$ cat src/rtl/string_receiver.sv
// Purpose : assemble CR/LF-terminated ASCII strings from a UART byte stream.
// Latency : RXStringReady / RXStringOverflow rise 1 clk after the byte that caused them.
// Backpress: none; the serial line cannot be stalled, every received byte is consumed.
//
// Ports (string_receiver):
//   clk              in   system clock, all logic on posedge
//   reset_n          in   synchronous active-low reset
//   RxD              in   serial line, 8N1 (one or more stop bits)
//   RXStringLen      out  payload length of last completed string
//   RXString         out  last completed string, last char at [7:0], unused upper bytes zero
//   RXStringReady    out  1-cycle strobe, new string on RXString/RXStringLen
//   RXStringOverflow out  1-cycle strobe, string longer than max was dropped
//
// Ports (async_receiver):
//   clk in, RxD in, RxD_data_ready out (1-cycle strobe), RxD_data out (byte)

// Purpose : 8N1 UART byte receiver, mid-bit sampling.
// Latency : strobe in the middle of the stop bit.
// Backpress: none; byte is valid only during the strobe cycle.
module async_receiver #(
  parameter int ClkFrequency = 50000000,
  parameter int Baud         = 57600
) (
  input  logic       clk,
  input  logic       RxD,
  output logic       RxD_data_ready,
  output logic [7:0] RxD_data
);

  localparam int BitClks = ClkFrequency / Baud;
  localparam int CntW    = $clog2(BitClks + 1);

  typedef enum logic [1:0] {RX_IDLE, RX_START, RX_DATA, RX_STOP} rx_state_e;

  rx_state_e        state_q, state_d;
  logic [1:0]       sync_q, sync_d;
  logic [CntW-1:0]  cnt_q, cnt_d;
  logic [2:0]       bit_q, bit_d;
  logic [7:0]       shift_q, shift_d;
  logic             rdy_q, rdy_d;
  logic             rx;

  // No reset: every state returns to RX_IDLE within one frame on an idle-high line.
  assign rx = sync_q[1];

  always_comb begin
    sync_d  = {sync_q[0], RxD};
    state_d = state_q;
    cnt_d   = cnt_q;
    bit_d   = bit_q;
    shift_d = shift_q;
    rdy_d   = 1'b0;
    case (state_q)
      RX_IDLE: begin
        cnt_d = '0;
        if (!rx) state_d = RX_START;
      end
      RX_START: begin
        // Re-check the line half a bit in to reject glitches.
        if (cnt_q == CntW'(BitClks / 2 - 1)) begin
          cnt_d   = '0;
          bit_d   = '0;
          state_d = rx ? RX_IDLE : RX_DATA;
        end else begin
          cnt_d = cnt_q + CntW'(1);
        end
      end
      RX_DATA: begin
        if (cnt_q == CntW'(BitClks - 1)) begin
          cnt_d   = '0;
          shift_d = {rx, shift_q[7:1]};  // LSB first on the wire
          bit_d   = bit_q + 3'd1;
          if (bit_q == 3'd7) state_d = RX_STOP;
        end else begin
          cnt_d = cnt_q + CntW'(1);
        end
      end
      RX_STOP: begin
        if (cnt_q == CntW'(BitClks - 1)) begin
          cnt_d   = '0;
          state_d = RX_IDLE;
          rdy_d   = rx;  // framing error drops the byte silently
        end else begin
          cnt_d = cnt_q + CntW'(1);
        end
      end
      default: state_d = RX_IDLE;
    endcase
  end

  always_ff @(posedge clk) begin
    sync_q  <= sync_d;
    state_q <= state_d;
    cnt_q   <= cnt_d;
    bit_q   <= bit_d;
    shift_q <= shift_d;
    rdy_q   <= rdy_d;
  end

  assign RxD_data_ready = rdy_q;
  assign RxD_data       = shift_q;

endmodule

// Purpose : collect bytes into a line buffer, publish on CR/LF, drop overlong lines.
// Latency : 1 clk from the terminating byte strobe to RXStringReady.
// Backpress: none; outputs hold until the next completed string.
module string_receiver #(
  parameter int RX_STRING_COUNT_BIT      = 4,
  parameter int RX_STRING_MAX_LENGTH     = 13,
  parameter int RX_STRING_MAX_BIT_LENGTH = RX_STRING_MAX_LENGTH * 8,
  parameter int ClkFrequency             = 50000000,
  parameter int Baud                     = 57600
) (
  input  logic                                clk,
  input  logic                                reset_n,
  input  logic                                RxD,
  output logic [RX_STRING_COUNT_BIT-1:0]      RXStringLen,
  output logic [RX_STRING_MAX_BIT_LENGTH-1:0] RXString,
  output logic                                RXStringReady,
  output logic                                RXStringOverflow
);

  localparam int CB = RX_STRING_COUNT_BIT;
  localparam int W  = RX_STRING_MAX_BIT_LENGTH;

  typedef enum logic [1:0] {S_EMPTY, S_COLLECT, S_DISCARD} state_e;

  logic       rx_byte_vld;
  logic [7:0] rx_byte_dat;
  logic       is_term;

  state_e          state_q, state_d;
  logic [W-1:0]    buf_q, buf_d;
  logic [CB-1:0]   cnt_q, cnt_d;
  logic [W-1:0]    str_q, str_d;
  logic [CB-1:0]   len_q, len_d;
  logic            rdy_q, rdy_d;
  logic            ovf_q, ovf_d;

  async_receiver #(
    .ClkFrequency (ClkFrequency),
    .Baud         (Baud)
  ) u_rx (
    .clk            (clk),
    .RxD            (RxD),
    .RxD_data_ready (rx_byte_vld),
    .RxD_data       (rx_byte_dat)
  );

  assign is_term = (rx_byte_dat == 8'h0D) || (rx_byte_dat == 8'h0A);

  always_comb begin
    state_d = state_q;
    buf_d   = buf_q;
    cnt_d   = cnt_q;
    str_d   = str_q;
    len_d   = len_q;
    rdy_d   = 1'b0;
    ovf_d   = 1'b0;
    if (rx_byte_vld) begin
      case (state_q)
        S_EMPTY: begin
          // A bare terminator (second half of CR LF, blank line) is ignored.
          if (!is_term) begin
            buf_d   = W'(rx_byte_dat);
            cnt_d   = CB'(1);
            state_d = S_COLLECT;
          end
        end
        S_COLLECT: begin
          if (is_term) begin
            str_d   = buf_q;
            len_d   = cnt_q;
            rdy_d   = 1'b1;
            buf_d   = '0;
            cnt_d   = '0;
            state_d = S_EMPTY;
          end else if (cnt_q == CB'(RX_STRING_MAX_LENGTH)) begin
            buf_d   = '0;
            cnt_d   = '0;
            ovf_d   = 1'b1;
            state_d = S_DISCARD;
          end else begin
            // Shifting left keeps the newest char at [7:0] and the output right-aligned.
            buf_d = (buf_q << 8) | W'(rx_byte_dat);
            cnt_d = cnt_q + CB'(1);
          end
        end
        S_DISCARD: begin
          if (is_term) state_d = S_EMPTY;
        end
        default: state_d = S_EMPTY;
      endcase
    end
  end

  always_ff @(posedge clk) begin
    if (!reset_n) begin
      state_q <= S_EMPTY;
      buf_q   <= '0;
      cnt_q   <= '0;
      str_q   <= '0;
      len_q   <= '0;
      rdy_q   <= 1'b0;
      ovf_q   <= 1'b0;
    end else begin
      state_q <= state_d;
      buf_q   <= buf_d;
      cnt_q   <= cnt_d;
      str_q   <= str_d;
      len_q   <= len_d;
      rdy_q   <= rdy_d;
      ovf_q   <= ovf_d;
    end
  end

  assign RXString         = str_q;
  assign RXStringLen      = len_q;
  assign RXStringReady    = rdy_q;
  assign RXStringOverflow = ovf_q;

endmodule

$ cat config.mk
export PLATFORM = sky130hd
export DESIGN_NAME = string_receiver
export DESIGN_NICKNAME = d
export VERILOG_FILES = /design/src/rtl/string_receiver.sv
export SDC_FILE = /design/constraint.sdc
export NUM_CORES = 1
export LEC_CHECK = 0
export BUFFER_PORTS_ARGS = -buffer_cell sky130_fd_sc_hd__buf_2
export CORE_MARGIN = 3
export CORE_UTILIZATION = 61
export CTS_CLUSTER_SIZE = 10
export DETAILED_ROUTE_END_ITERATION = 7
export PLACE_DENSITY = 0.87
export SLEW_MARGIN = 15
export SYNTH_ARGS = -nofsm -noshare
export SYNTH_HDL_FRONTEND = slang
export SYNTH_SLANG_ARGS = --single-unit
$ cat constraint.sdc
create_clock -name clk -period 3 [get_ports clk]
set_input_delay 0.15 -clock clk [delete_from_list [all_inputs] [get_ports clk]]
set_output_delay 0.15 -clock clk [all_outputs]
set_load 0.05 [all_outputs]
# Word level (Yosys, flattened, before mapping)
# Index checks and enable logic that the tools add are counted.
# Widths: inputs -> output; s select.
dict set report totals {
  ff_bits 246
}
dict set report classes {
  reduce_logical 15
  n_eq_ne 19
  bitwise_logic 4
  muxes 28
  add_sub_neg 3
}
# operator count
set ops {}
lappend ops {{$mux 104} 3}
lappend ops {{$pmux 104 s2} 1}
lappend ops {{$or 104x8->104} 1}
lappend ops {{$pmux 10 s3} 1}
lappend ops {{$mux 10} 2}
lappend ops {{$mux 2} 10}
lappend ops {{$eq 8x4->1 const B} 2}
lappend ops {{$mux 4} 3}
lappend ops {{$reduce_and 3->1} 4}
lappend ops {{$add 10x1->10 const B} 1}
lappend ops {{$eq 10x10->1 const B} 1}
lappend ops {{$eq 10x9->1 const B} 1}
lappend ops {{$ne 2x1->1 const B} 4}
lappend ops {{$pmux 2 s4} 1}
lappend ops {{$pmux 4 s2} 1}
lappend ops {{$eq 2x2->1 const B} 3}
lappend ops {{$mux 3} 2}
lappend ops {{$ne 2x2->1 const B} 3}
lappend ops {{$pmux 2 s3} 1}
lappend ops {{$pmux 3 s2} 1}
lappend ops {{$reduce_and 5->1} 1}
lappend ops {{$add 4x1->4 const B} 1}
lappend ops {{$eq 2x1->1 const B} 2}
lappend ops {{$eq 4x4->1 const B} 1}
lappend ops {{12 further kinds} 18}

# Depth between registers and ports, before layout
dict set report depth {
  word_depth 4
  mapped_depth 9
  ltp_nobuf 6
}

# Cells and area by module
# A second synthesis with hierarchy kept.
dict set report unflattened {
  cells_unflattened 840
  area_unflattened_um2 8635.8
}
# mod area_per_inst_um2 cells_each instances seq_area_each_um2
set by_module_without_submodules {}
lappend by_module_without_submodules {string_receiver 7529.7 750 1 4404.2}
lappend by_module_without_submodules {async_receiver 1106.1 90 1 650.6}

# Worst setup path after synthesis
# No wires, ideal clock.
dict set report synth_path {
  path_type {reg-to-reg}
  from {register u_rx.cnt_q[0]}
  to {register u_rx.shift_q[0], in the netlist u_rx.RxD_data[0] (enable)}
  t_arrival_ns 1.390
  path_stages_with_launch 5
  setup_slack_ns 1.278
  required_ns 2.668
  period_less_slack_ns 1.722
  path_cell_list {dfxtp_1 -> ha_1 -> nand4_1 -> nor4b_1 -> and3_1}
}
dict set report synth_via {
  elab_chain_len 2
}
# item line_no
set synth_rtl {}
lappend synth_rtl {{from (decl)} 37} ;# logic [CntW-1:0] cnt_q, cnt_d;
lappend synth_rtl {{from (signal assigned)} 94} ;# cnt_q <= cnt_d;
lappend synth_rtl {{$eq 10x10->1} 69} ;# if (cnt_q == CntW'(BitClks - 1)) begin
lappend synth_rtl {{$reduce_and 2->1 (no source line)} n/a}
lappend synth_rtl {{to (signal assigned)} 96} ;# shift_q <= shift_d;
lappend synth_rtl {{to (decl)} 39} ;# logic [7:0] shift_q, shift_d;
# Every way passes these cells.
# A chain may end at the register's enable or synchronous reset.

# Worst setup path in the final report
dict set report layout_path {
  from {register u_rx.shift_q[6], in the netlist u_rx.RxD_data[6]}
  to {register len_q[1], in the netlist RXStringLen[1]}
}
dict set report layout_via {
  elab_chain_len 3
  word_cells_on_any_way 4
  cone_classes {eq/ne (2); reduce/logical (2)}
}
# item line_no
set layout_rtl {}
lappend layout_rtl {{$eq 8x4->1} 151} ;# assign is_term = (rx_byte_dat == 8'h0D) || (rx_byte_dat == 8'h0A);
lappend layout_rtl {{$logic_or 1x1->1 *} 151}
lappend layout_rtl {{$reduce_and 3->1 (no source line) *} n/a}
lappend layout_rtl {{to (signal assigned)} 212} ;# len_q <= len_d;
lappend layout_rtl {{to (decl)} 137} ;# logic [CB-1:0] len_q, len_d;
# Mark *: on every way between the ends. The rest lies on a longest branch, timed or not.

==> results.yml <==
logic_synthesis:
  syn_nets: 866
  synth.yosys.warnings: 0
  synth-xor-area-share_pct: 0.817
  synthMuxAreaShare_pct: 0.131
  async_flop_share_pct: 0
  synthesis.area_sq_mm: 0.00858
  synth_simple_gate_area_share_pct: 21.7
  synth_top_family_by_area: "simple AND/OR/NAND/NOR gates"
  synth_flop_cell: "dfxtp_1"
  avgSynthCellArea_sq_um: 10.0
  synth_compound_area_share_pct: 12.6
  ys_ff_latch: 246
  yosys.cell_types.count: 44
  synth_edf_count: 13
  ys_seq_area_share_pct: 58.9
  synthAdderAreaFrac_pct: 0.875
  syn_inst: 857
die:
  ioPinCount: 113
  die_area_sq_mm: 0.0155
  chipHeight_um: 125
  die_w_um: 125
  rows: 42
  core_sq_mm: 0.0135
  initial_core_util_pct: 63.5
place:
  dp_hpwl_um: 11300
  io_buffer_count: 112
  gp_congestion: 0.769
  dpl_cell_area_sq_mm: 0.00913
worst_setup_path:
  reg2reg_slack_ps: 850
  cp_max_fo: 44
  crit_path_start_kind: "flop"
  crit_chain: "nor2_1, o2111a_4, buf_4, nand3_1, nand2_1"
  crit_buf_inv: 1
  r2r_cells: 5
  cp-end-kind: "flop"
  critPathMaxStageDelay_ps: 630
  regToRegEndpoint: "RXStringLen[1]$_SDFFE_PN0P_"
  crit_required_ps: 3450
  crit_family: "simple AND/OR/NAND/NOR gates"
  critPathKind: "flop to flop"
  critPathSlowestCell: "o2111a_4"
  worstPathArrival_ps: 2600
  reg2reg_from: "u_rx.RxD_data[6]$_DFFE_PP_"
timing:
  tightest_slew_ps: 963
  relSlewSlack_pct: 35.8
  hold_slack_ps: 18.4
  hold_violations: 0
  setup_tns_ps: 0
  setup_viol: 0
  period_minus_slack_ps: 2150
  fmax_mhz: 464
  period_share_pct: 71.8
  finalClockSkew_ps: 17.6
  slew_viol_final: 0
  rsz0062_at_grt: "no"
global_routing:
  grtUsageTotal_pct: 23.0
  grt_pass1_wl_um: 30800
  antenna_found_initial: 0
  grt_pass1_vias: 6184
  grt_max_degree: 103
  grt_overflow: 0
cts:
  clock_latency_ps: 520
  cts.path.max_buffers: 3
  cts_tree: "yes"
  numClockSinks: 246
  holdBufCountCts: 1
  cts_resized: 0
  post_cts_buffers: 0
  root_buffer: "clkbuf_16"
  clk_pin_slew_ps: 60
  h-tree-depth: 1
  cts_buffers: 28
final_layout:
  drive_gt1_share_pct: 17.2
  diodes: 0
  nets: 943
  finish.instance_area_sq_mm: 0.00990
  syn_to_final_growth_pct: 15.3
  n_fill_cell: 918
  regArea_sq_mm: 0.00505
  multi_input_area_sq_mm: 0.00314
  final_util_pct: 73.3
routing:
  drtPass1Iterations: 5
  drt_iter0_markers: 484
  vias: 6616
  avgRoutedWirePerCell_um: 16.7
  drcViolationCount: 0
  vias_per_cell: 5.93
  drtAntennaViolNets: 0
  routed_wl_um: 18600
run:
  cap_violations: 0
power_and_ir_drop:
  power_density_mw_per_mm2: 631
  ir_drop_mv: 0.443
  leakagePower_nw: 4.57
min_path:
  hold_path_depth: 3
  worstHoldPathType: "input port to flop"
  whs_endpoint: "RXStringReady$_SDFF_PN0_"
  min_from: "reset_n"
outcome:
  status: "complete, no violations"
sequential cells by signal (all words and copies together), names as in the netlist, named ones only:
| name | cells |
|---|---|
| RXString | 104 |
| buf_q | 104 |
| u_rx.cnt_q | 10 |
| u_rx.RxD_data | 8 |
| RXStringLen | 4 |
| cnt_q | 4 |
| u_rx.bit_q | 3 |
| state_q | 2 |
| u_rx.sync_q | 2 |
| RXStringOverflow | 1 |
| RXStringReady | 1 |
| u_rx.RxD_data_ready | 1 |
| u_rx.state_q | 1 |
metal layers:
metal / wire length (um) / up-vias / global-route usage (%) / share of wire (%)
li1: - / 3201 / - / -
met1: 8340 / 3161 / 31.7 / 45
met2: 8850 / 209 / 37.2 / 48
met3: 927 / 45 / 3.43 / 5.0
met4: 501 / 0 / 7.93 / 2.7
met5: 0 / - / 0 / 0
final cells by class:
cell class,instances,share of cell area (%)
Tap cell,176,2.23
Sequential cell,246,51.1
Clock inverter,1,0.0506
Timing Repair Buffer,123,7.09
Inverter,6,0.228
Clock buffer,35,7.56
Multi-Input combinational cell,529,31.8
power by group:
group	leakage (nW)	internal (W)	switching, W
registers	1.99	0.00330	0.00000179
clock network	0.368	0.00171	0.00116
logic	2.21	0.0000127	0.0000685
how the worst max path moves through the flow:
stage / depth (start not counted) / from / end
floorplan: 4 / u_rx.cnt_q[0]$_DFF_P_ / u_rx.RxD_data[0]$_DFFE_PP_
global placement: 5 / u_rx.RxD_data[6]$_DFFE_PP_ / RXString[22]$_SDFFE_PN0P_
detailed placement: 5 / u_rx.RxD_data[6]$_DFFE_PP_ / RXString[22]$_SDFFE_PN0P_
CTS: 5 / u_rx.RxD_data[6]$_DFFE_PP_ / RXString[79]$_SDFFE_PN0P_
global route: 5 / u_rx.RxD_data[6]$_DFFE_PP_ / RXString[79]$_SDFFE_PN0P_
finish: 5 / u_rx.RxD_data[6]$_DFFE_PP_ / RXStringLen[1]$_SDFFE_PN0P_
synthesized netlist by cell type (2+ instances only):
library cell  count  share of area [%]
buf_6             9                1.2
a22o_1          106                 11
nand3_1         219                 13
nand2_1         116                5.1
o22ai_1           2               0.15
and2_1            3               0.22
inv_1             6               0.26
xnor2_1           6               0.61
and3b_1           2               0.20
ha_1              6               0.87
buf_4             6               0.52
buf_2            19                1.1
nand4_1           6               0.44
o2111ai_1         2               0.20
edfxtp_1         13                4.6
o21ai_0           3               0.17
xor2_1            2               0.20
nor4bb_1          2               0.23
and3_1            5               0.36
clkbuf_1         30                1.3
buf_1            12               0.52
dfxtp_1         233                 54
nor2_1           26                1.1
nand2b_1          2               0.15
nor3b_4           2               0.44
kinds of logic (layout without fill, tap and decap cells):
| family | count (synthesis) | in the layout |
|---|---|---|
| AOI/OAI and AO/OA | 124 | 124 |
| xor gates and xnor gates | 8 | 8 |
| and+or+nand+nor | 390 | 390 |
| DFF | 246 | 246 |
| buffers and inverters | 82 | 165 |
| adders and majority gates | 6 | 6 |
| muxes | 1 | 1 |
worst min-delay path, delay by kind of cell:
family / cells / cell delay, ps
buffers and inverters: 1 / 110
AND/OR/NAND/NOR: 2 / 210
through the flow:
step                setup slack [ps]  instances  total power [W]
finish                           845       1116          0.00625
global route                     711       1116          0.00642
CTS                              860       1116          0.00628
detailed placement               908       1079          0.00345
global placement                 969       1079          0.00344
floorplan                       1280        857          0.00343
layout by cell type (no fill, tap or decap), drive strengths merged, types with 2 or more instances in the layout:
master / instances
ha: 6
and3b: 3
clkbuf: 35
dfxtp: 233
a22o: 106
xnor2: 6
xor2: 2
nand3: 219
nand4: 6
o22ai: 2
nand2b: 2
and2: 3
nor4bb: 2
o2111ai: 2
nor2: 26
nor3b: 3
inv: 6
o211ai: 2
and3: 5
o21ai: 3
edfxtp: 13
buf: 122
nand2: 116
Note: power is estimated with default switching activity, not from simulation.
